--- src/rtl/piso_pkg.sv ---
// Shared types and frame-size helpers for the PISO serializer.
// Build option: PISO_PARITY_EN appends an even-parity bit to every frame.
package piso_pkg;

   typedef enum logic {
      IDLE  = 1'b0,
      SHIFT = 1'b1
   } state_e;

   // Number of serial bits per frame, including the optional parity bit.
   function automatic int frame_len(input int width);
`ifdef PISO_PARITY_EN
      return width + 1;
`else
      return width;
`endif
   endfunction

   function automatic int cnt_width(input int width);
      int n;
      n = $clog2(frame_len(width));
      return (n < 1) ? 1 : n;
   endfunction

endpackage

--- src/rtl/piso_serializer.sv ---
// Parallel-in serial-out transmitter with valid/ready load and gapless back-to-back frames.
// Build option: PISO_PARITY_EN appends an even-parity bit (done then marks the parity bit).
module piso_serializer
   import piso_pkg::*;
#(
   parameter int WIDTH     = 4,
   parameter bit MSB_FIRST = 1'b1
) (
   input  logic             clk,
   input  logic             rst_,
   input  logic [WIDTH-1:0] d,
   input  logic             load_valid,
   output logic             load_ready,
   output logic             sout,
   output logic             sout_valid,
   output logic             done,
   output logic             busy
);

   localparam int              FLEN = frame_len(WIDTH);
   localparam int              CW   = cnt_width(WIDTH);
   localparam logic [CW-1:0]   LAST = CW'(FLEN - 1);

   state_e            state_q, state_d;
   logic [FLEN-1:0]   shreg_q, shreg_d;
   logic [CW-1:0]     cnt_q, cnt_d;
   logic              sout_q, sout_d;
   logic              sout_valid_q, sout_valid_d;
   logic              done_q, done_d;
   logic              busy_q, busy_d;

   logic [FLEN-1:0]   frame;
   logic              last_bit;
   logic              accept;

   // frame[0] is the first bit on the wire, so the shifter always pops bit 0.
   generate
      for (genvar gi = 0; gi < WIDTH; gi++) begin : g_order
         if (MSB_FIRST) begin : g_msb
            assign frame[gi] = d[WIDTH-1-gi];
         end else begin : g_lsb
            assign frame[gi] = d[gi];
         end
      end
   endgenerate

`ifdef PISO_PARITY_EN
   assign frame[FLEN-1] = ^d;
`endif

   assign last_bit   = (state_q == SHIFT) && (cnt_q == LAST);
   assign load_ready = rst_ && ((state_q == IDLE) || last_bit);
   assign accept     = load_valid && load_ready;

   always_comb begin
      state_d      = state_q;
      shreg_d      = shreg_q;
      cnt_d        = cnt_q;
      sout_d       = sout_q;
      sout_valid_d = sout_valid_q;
      done_d       = 1'b0;
      busy_d       = busy_q;

      if (accept) begin
         state_d      = SHIFT;
         sout_d       = frame[0];
         shreg_d      = frame >> 1;
         cnt_d        = '0;
         sout_valid_d = 1'b1;
         busy_d       = 1'b1;
      end else if (state_q == SHIFT) begin
         if (last_bit) begin
            state_d      = IDLE;
            shreg_d      = '0;
            cnt_d        = '0;
            sout_d       = 1'b0;
            sout_valid_d = 1'b0;
            busy_d       = 1'b0;
         end else begin
            sout_d  = shreg_q[0];
            shreg_d = shreg_q >> 1;
            cnt_d   = cnt_q + CW'(1);
            done_d  = (cnt_q + CW'(1)) == LAST;
         end
      end
   end

   always_ff @(posedge clk or negedge rst_) begin
      if (!rst_) begin
         state_q      <= IDLE;
         shreg_q      <= '0;
         cnt_q        <= '0;
         sout_q       <= 1'b0;
         sout_valid_q <= 1'b0;
         done_q       <= 1'b0;
         busy_q       <= 1'b0;
      end else begin
         state_q      <= state_d;
         shreg_q      <= shreg_d;
         cnt_q        <= cnt_d;
         sout_q       <= sout_d;
         sout_valid_q <= sout_valid_d;
         done_q       <= done_d;
         busy_q       <= busy_d;
      end
   end

   assign sout       = sout_q;
   assign sout_valid = sout_valid_q;
   assign done       = done_q;
   assign busy       = busy_q;

endmodule

--- config.mk ---
export PLATFORM = sky130hd
export DESIGN_NAME = piso_serializer
export DESIGN_NICKNAME = d
export VERILOG_FILES = /design/src/rtl/piso_pkg.sv /design/src/rtl/piso_serializer.sv
export SDC_FILE = /design/constraint.sdc
export NUM_CORES = 1
export LEC_CHECK = 0
export ABC_AREA = 1
export CORE_MARGIN = 3
export CORE_UTILIZATION = 25
export DETAILED_ROUTE_END_ITERATION = 16
export GPL_TIMING_DRIVEN = 0
export PLACE_DENSITY_LB_ADDON = 0.05
export SYNTH_ARGS = -nofsm -noshare
export SYNTH_HDL_FRONTEND = slang
export SYNTH_SLANG_ARGS = --single-unit
--- constraint.sdc ---
create_clock -name clk -period 1.55 [get_ports clk]
set_input_delay 0.3875 -clock clk [delete_from_list [all_inputs] [get_ports clk]]
set_output_delay 0.3875 -clock clk [all_outputs]
set_load 0.05 [all_outputs]
### Word level (Yosys, flattened, before mapping)

Cells that the tools add are included.

| storage, ports and cells | value |
|---|---|
| register bits | 10 |
| bits in latches | 0 |
| memory bits (writable) | 0 |
| bits in read-only memories | 0 |
| input port bits | 7 |
| output and inout port bits | 5 |
| logic and storage cells | 35 |
| memories kept | 0 |

| cells by class | value |
|---|---|
| add/subtract/negate cells | 1 |
| multiply operators | 0 |
| div/mod/pow operators | 0 |
| $lt $le $gt $ge | 0 |
| equality and inequality tests | 2 |
| shift-type cells | 0 |
| muxes and demuxes | 18 |
| bitwise gates (word level) | 1 |
| reduce and logical (&&, ||, !) cells | 7 |

Operators with widths:

| operator | count |
|---|---|
| $mux 1 | 12 |
| $mux 4 | 2 |
| $mux 2 | 3 |
| $eq 2x2->1 const B | 2 |
| $reduce_bool 2->1 | 2 |
| $logic_and 1x1->1 | 3 |
| $mux 3 | 1 |
| $add 2x1->2 const B | 1 |
| $reduce_and 2->1 | 1 |
| $logic_or 1x1->1 | 1 |
| $not 1->1 | 1 |

### Logic depth before layout (Yosys ltp)

Gate-level depths: netlist (run 1).

| depth | value |
|---|---|
| word-level depth | 7 |
| gate-level depth with buffers | 6 |

### Least setup slack after synthesis (run 1)

No wires, ideal clock.

| timing path | value |
|---|---|
| kind | reg-to-output |
| start | register cnt_q[0] |
| end | output load_ready |
| arrival time | 1369 ps |
| data required time | 1162 ps |
| setup slack | -207 ps |
| stages on the path, launching flop included | 6 |
| path through | dfrtp_1 > ha_1 > inv_1 > nand2_4 > inv_2 > nor2_1 |

| on the way | value |
|---|---|
| cells in the longest elaborated chain, start to end | 4 |

Ends and longest elaborated chain:

| item | RTL line | RTL |
|---|---|---|
| start: declaration | piso_serializer.sv:26 | `logic [CW-1:0] cnt_q, cnt_d;` |
| start signal: assignment | piso_serializer.sv:100 | `cnt_q <= cnt_d;` |
| $eq 2x2->1 | piso_serializer.sv:51 | `assign last_bit = (state_q == SHIFT) && (cnt_q == LAST);` |
| $logic_and 1x1->1 | piso_serializer.sv:51 |  |
| $logic_or 1x1->1 | piso_serializer.sv:52 | `assign load_ready = rst_ && ((state_q == IDLE) \|\| last_bit);` |
| $logic_and 1x1->1 | piso_serializer.sv:52 |  |
| end: declaration | piso_serializer.sv:13 | `output logic load_ready,` |

No other way between the ends.

### Worst setup path after layout (run 1)

Same ends and word-level chain as after synthesis.

==> results of run 1 <==
==> synth_stat cells <==
library cell	n	share of area (%)
dfrtp_1	9	52
nand4_1	3	4.3
o21ai_0	1	1.2
buf_4	1	1.7
o21ai_1	1	1.2
nand3_1	5	5.8
nor2_1	1	0.87
inv_2	1	0.87
ha_1	2	5.8
a21oi_2	1	2.0
nand3_4	1	4.1
inv_1	6	5.2
nand2_1	14	12
nand2_4	1	2.6
==> cell type report <==
cell class / instances / share of cell area [%]
Buffer: 1 / 1.22
Multi-Input combinational cell: 30 / 29.6
Inverter: 7 / 4.67
Tap cell: 16 / 3.25
Sequential cell: 9 / 36.5
Clock buffer: 4 / 4.26
Timing Repair Buffer: 13 / 20.5
==> cell families (layout without fill, tap and decap cells) <==
family	count (synthesis)	count (layout)
compound gates	3	3
fa+ha+maj	2	2
buf+inv	8	25
flops	9	9
simple gates	25	25
==> worst max path at each step <==
stage | start | endpoint | slack, ns | depth (start not counted)
finish | cnt_q[0] | load_ready | -0.10 | 6
global route | cnt_q[0] | load_ready | -0.17 | 6
CTS | cnt_q[0] | load_ready | -0.14 | 6
detailed placement | rst_ | load_ready | -1.22 | 4
global placement | rst_ | load_ready | -1.23 | 4
floorplan | cnt_q[0] | load_ready | 0.02 | 5
==> routing by layer <==
layer	up-vias	routed length [um]	GRT usage, %
met2	9	382	12.8
li1	185	-	-
met4	0	0	1.61
met3	0	47	5.64
met5	-	0	0
met1	149	424	12.3
==> flip-flops by register name (all words and copies together) (netlist names) <==
signal   cells
busy         1
sout         1
state_q      1
done         1
shreg_q      3
cnt_q        2
==> power breakdown <==
group / leakage (nW) / internal (W) / switching (W)
sequential: 0.114 / 0.000327 / 0.0000746
clock: 0.0150 / 0.0000990 / 0.0000792
combinational: 0.180 / 0.000239 / 0.000408
total: 0.309 / 0.000666 / 0.000562
==> per-stage QoR <==
step / hold WS [ns] / setup slack (ns) / utilization (%)
floorplan: 0.0919 / 0.0240 / -
global placement: 0.484 / -1.23 / 36.2
detailed placement: 0.482 / -1.22 / 36.2
CTS: 0.139 / -0.142 / 38.6
global route: 0.140 / -0.173 / 39.6
finish: 0.139 / -0.104 / 39.6
==> what timing repair did <==
item / 4_1_cts / 5_1_grt
endpoints found under the setup margin: 11 / 3
setup buffers: 0 / 2
resized for setup: 21 / 3
pin swaps: 1 / 1
==> flow_metrics.env, run 1 <==
export IMPL_slew_violations=0
export IMPL_total_power_w=0.00123
export IMPL_max_freq_ghz=0.605
export IMPL_grt_setup_unrepaired="true"
export IMPL_worstHoldPathType="in -> async"
export IMPL_clock_sinks=9
export IMPL_critPathLaunchType="flop"
export IMPL_finalHoldViolCount=0
export IMPL_grt_antenna_before_repair=0
export IMPL_syn_area_per_cell_um2=9.18
export IMPL_initial_core_util_pct=27.7
export IMPL_yosys_area_share_adder_pct=5.80
export IMPL_vias=343
export IMPL_p_per_area_nw_per_um2=1990
export IMPL_violations="setup timing"
export IMPL_post_route_period_util_pct=107
export IMPL_clk_pin_slew_ns=0.06
export IMPL_drc=0
export IMPL_drv_cap=0
export IMPL_syn_nets=56
export IMPL_syn2layout_area_growth_pct=42.9
export IMPL_finalSetupTns_ns=-0.104
export IMPL_syn_area_um2=432
export IMPL_final_common_cell="nand2_1"
export IMPL_critPathSlowestCell="dfrtp_1"
export IMPL_mostFrequentLayoutCells="nand2_1, dfrtp_1, inv_1, nand3_1, clkdlybuf4s50_1"
export IMPL_dieWidth_um=47.6
export IMPL_reg2reg_depth=7
export IMPL_postPlaceCellArea_um2=564
export IMPL_drt_iter0_drc=10
export IMPL_path_class="reg -> out"
export IMPL_std_cell_rows=14
export IMPL_ios=12
export IMPL_synthMuxAreaShare_pct=0
export IMPL_worstReg2RegEnd="cnt_q[1]"
export IMPL_p_leak_nw=0.309
export IMPL_routed_wirelength_um=855
export IMPL_place_congestion=0.671
export IMPL_ir_drop_mv=0.857
export IMPL_cts_root_buf="clkbuf_4"
export IMPL_die_area_um2=2260
export IMPL_timing_final_crit_period_ns=1.65
export IMPL_status="finished, violations left"
export IMPL_fin_worst_skew_ns=0.00218
export IMPL_cp_num_buf_inv=3
export IMPL_fin_cells=80
export IMPL_ys_ff_latch=9
export IMPL_synth_top_family_by_area="simple AND/OR/NAND/NOR gates"
export IMPL_synth_simple_area_share_pct=29.9
export IMPL_io_buffers=11
export IMPL_slew_headroom_pct=67.8
export IMPL_synth_cell_types=14
export IMPL_crit_path_end_kind="primary output"
export IMPL_place_inst=74
export IMPL_fin_area_um2=617
export IMPL_hold_buffers=0
export IMPL_cp_max_fo=5
export IMPL_grt_pass1_wl_mm=1.41
export IMPL_ant_nets=0
export IMPL_drive_gt1_share_pct=26.6
export IMPL_grt_pass1_vias=300
export IMPL_fin_ws_ns=-0.104
export IMPL_die_y_um=47.6
export IMPL_fin_nets=74
export IMPL_seq_area_um2=225
export IMPL_ys_warn_count=0
export IMPL_crit_required_ns=1.16
export IMPL_synthXorXnorAreaFrac_pct=0
export IMPL_grt_overflow=0
export IMPL_core_um2=1560
export IMPL_clk_latency_ns=0.26
export IMPL_cp_top_family="flip-flops"
export IMPL_r2r_slack_ns=0.35
export IMPL_cts_buffers_inserted=3
export IMPL_wire_per_inst_um=10.7
export IMPL_path_cells="ha_2, inv_2, nand2_4, inv_4, nor2_4, buf_8"
export IMPL_worst_slew_pin_slew_ns=0.485
export IMPL_fillerInstances=160
export IMPL_setup_viol=1
export IMPL_vias_per_cell=4.29
export IMPL_r2r_start="cnt_q[0]"
export IMPL_first_pass_iters=4
export IMPL_grt_max_degree=16
export IMPL_multi_input_area_um2=183
export IMPL_cts_htree_levels=1
export IMPL_post_dp_hpwl_um=615
export IMPL_cts_tree="built"
export IMPL_cp_arrival_ns=1.27
export IMPL_clockBufferDepth=2
export IMPL_cp_slowest_stage_delay_ns=0.41
export IMPL_antenna_cells=0
export IMPL_synth_compound_area_share_pct=4.35
export IMPL_yosysSeqAreaShare_pct=52.2
export IMPL_synthCells=47
export IMPL_grtUsageTotal_pct=9.20
(Power assumes the default switching activity.)
==> run 2, diff against run 1 <==
Settings changed: CTS_CLUSTER_DIAMETER set to 30, CTS_CLUSTER_SIZE set to 28.
==> results of run 2 <==
Final layout, timing and power as in run 1 (identical DEF).
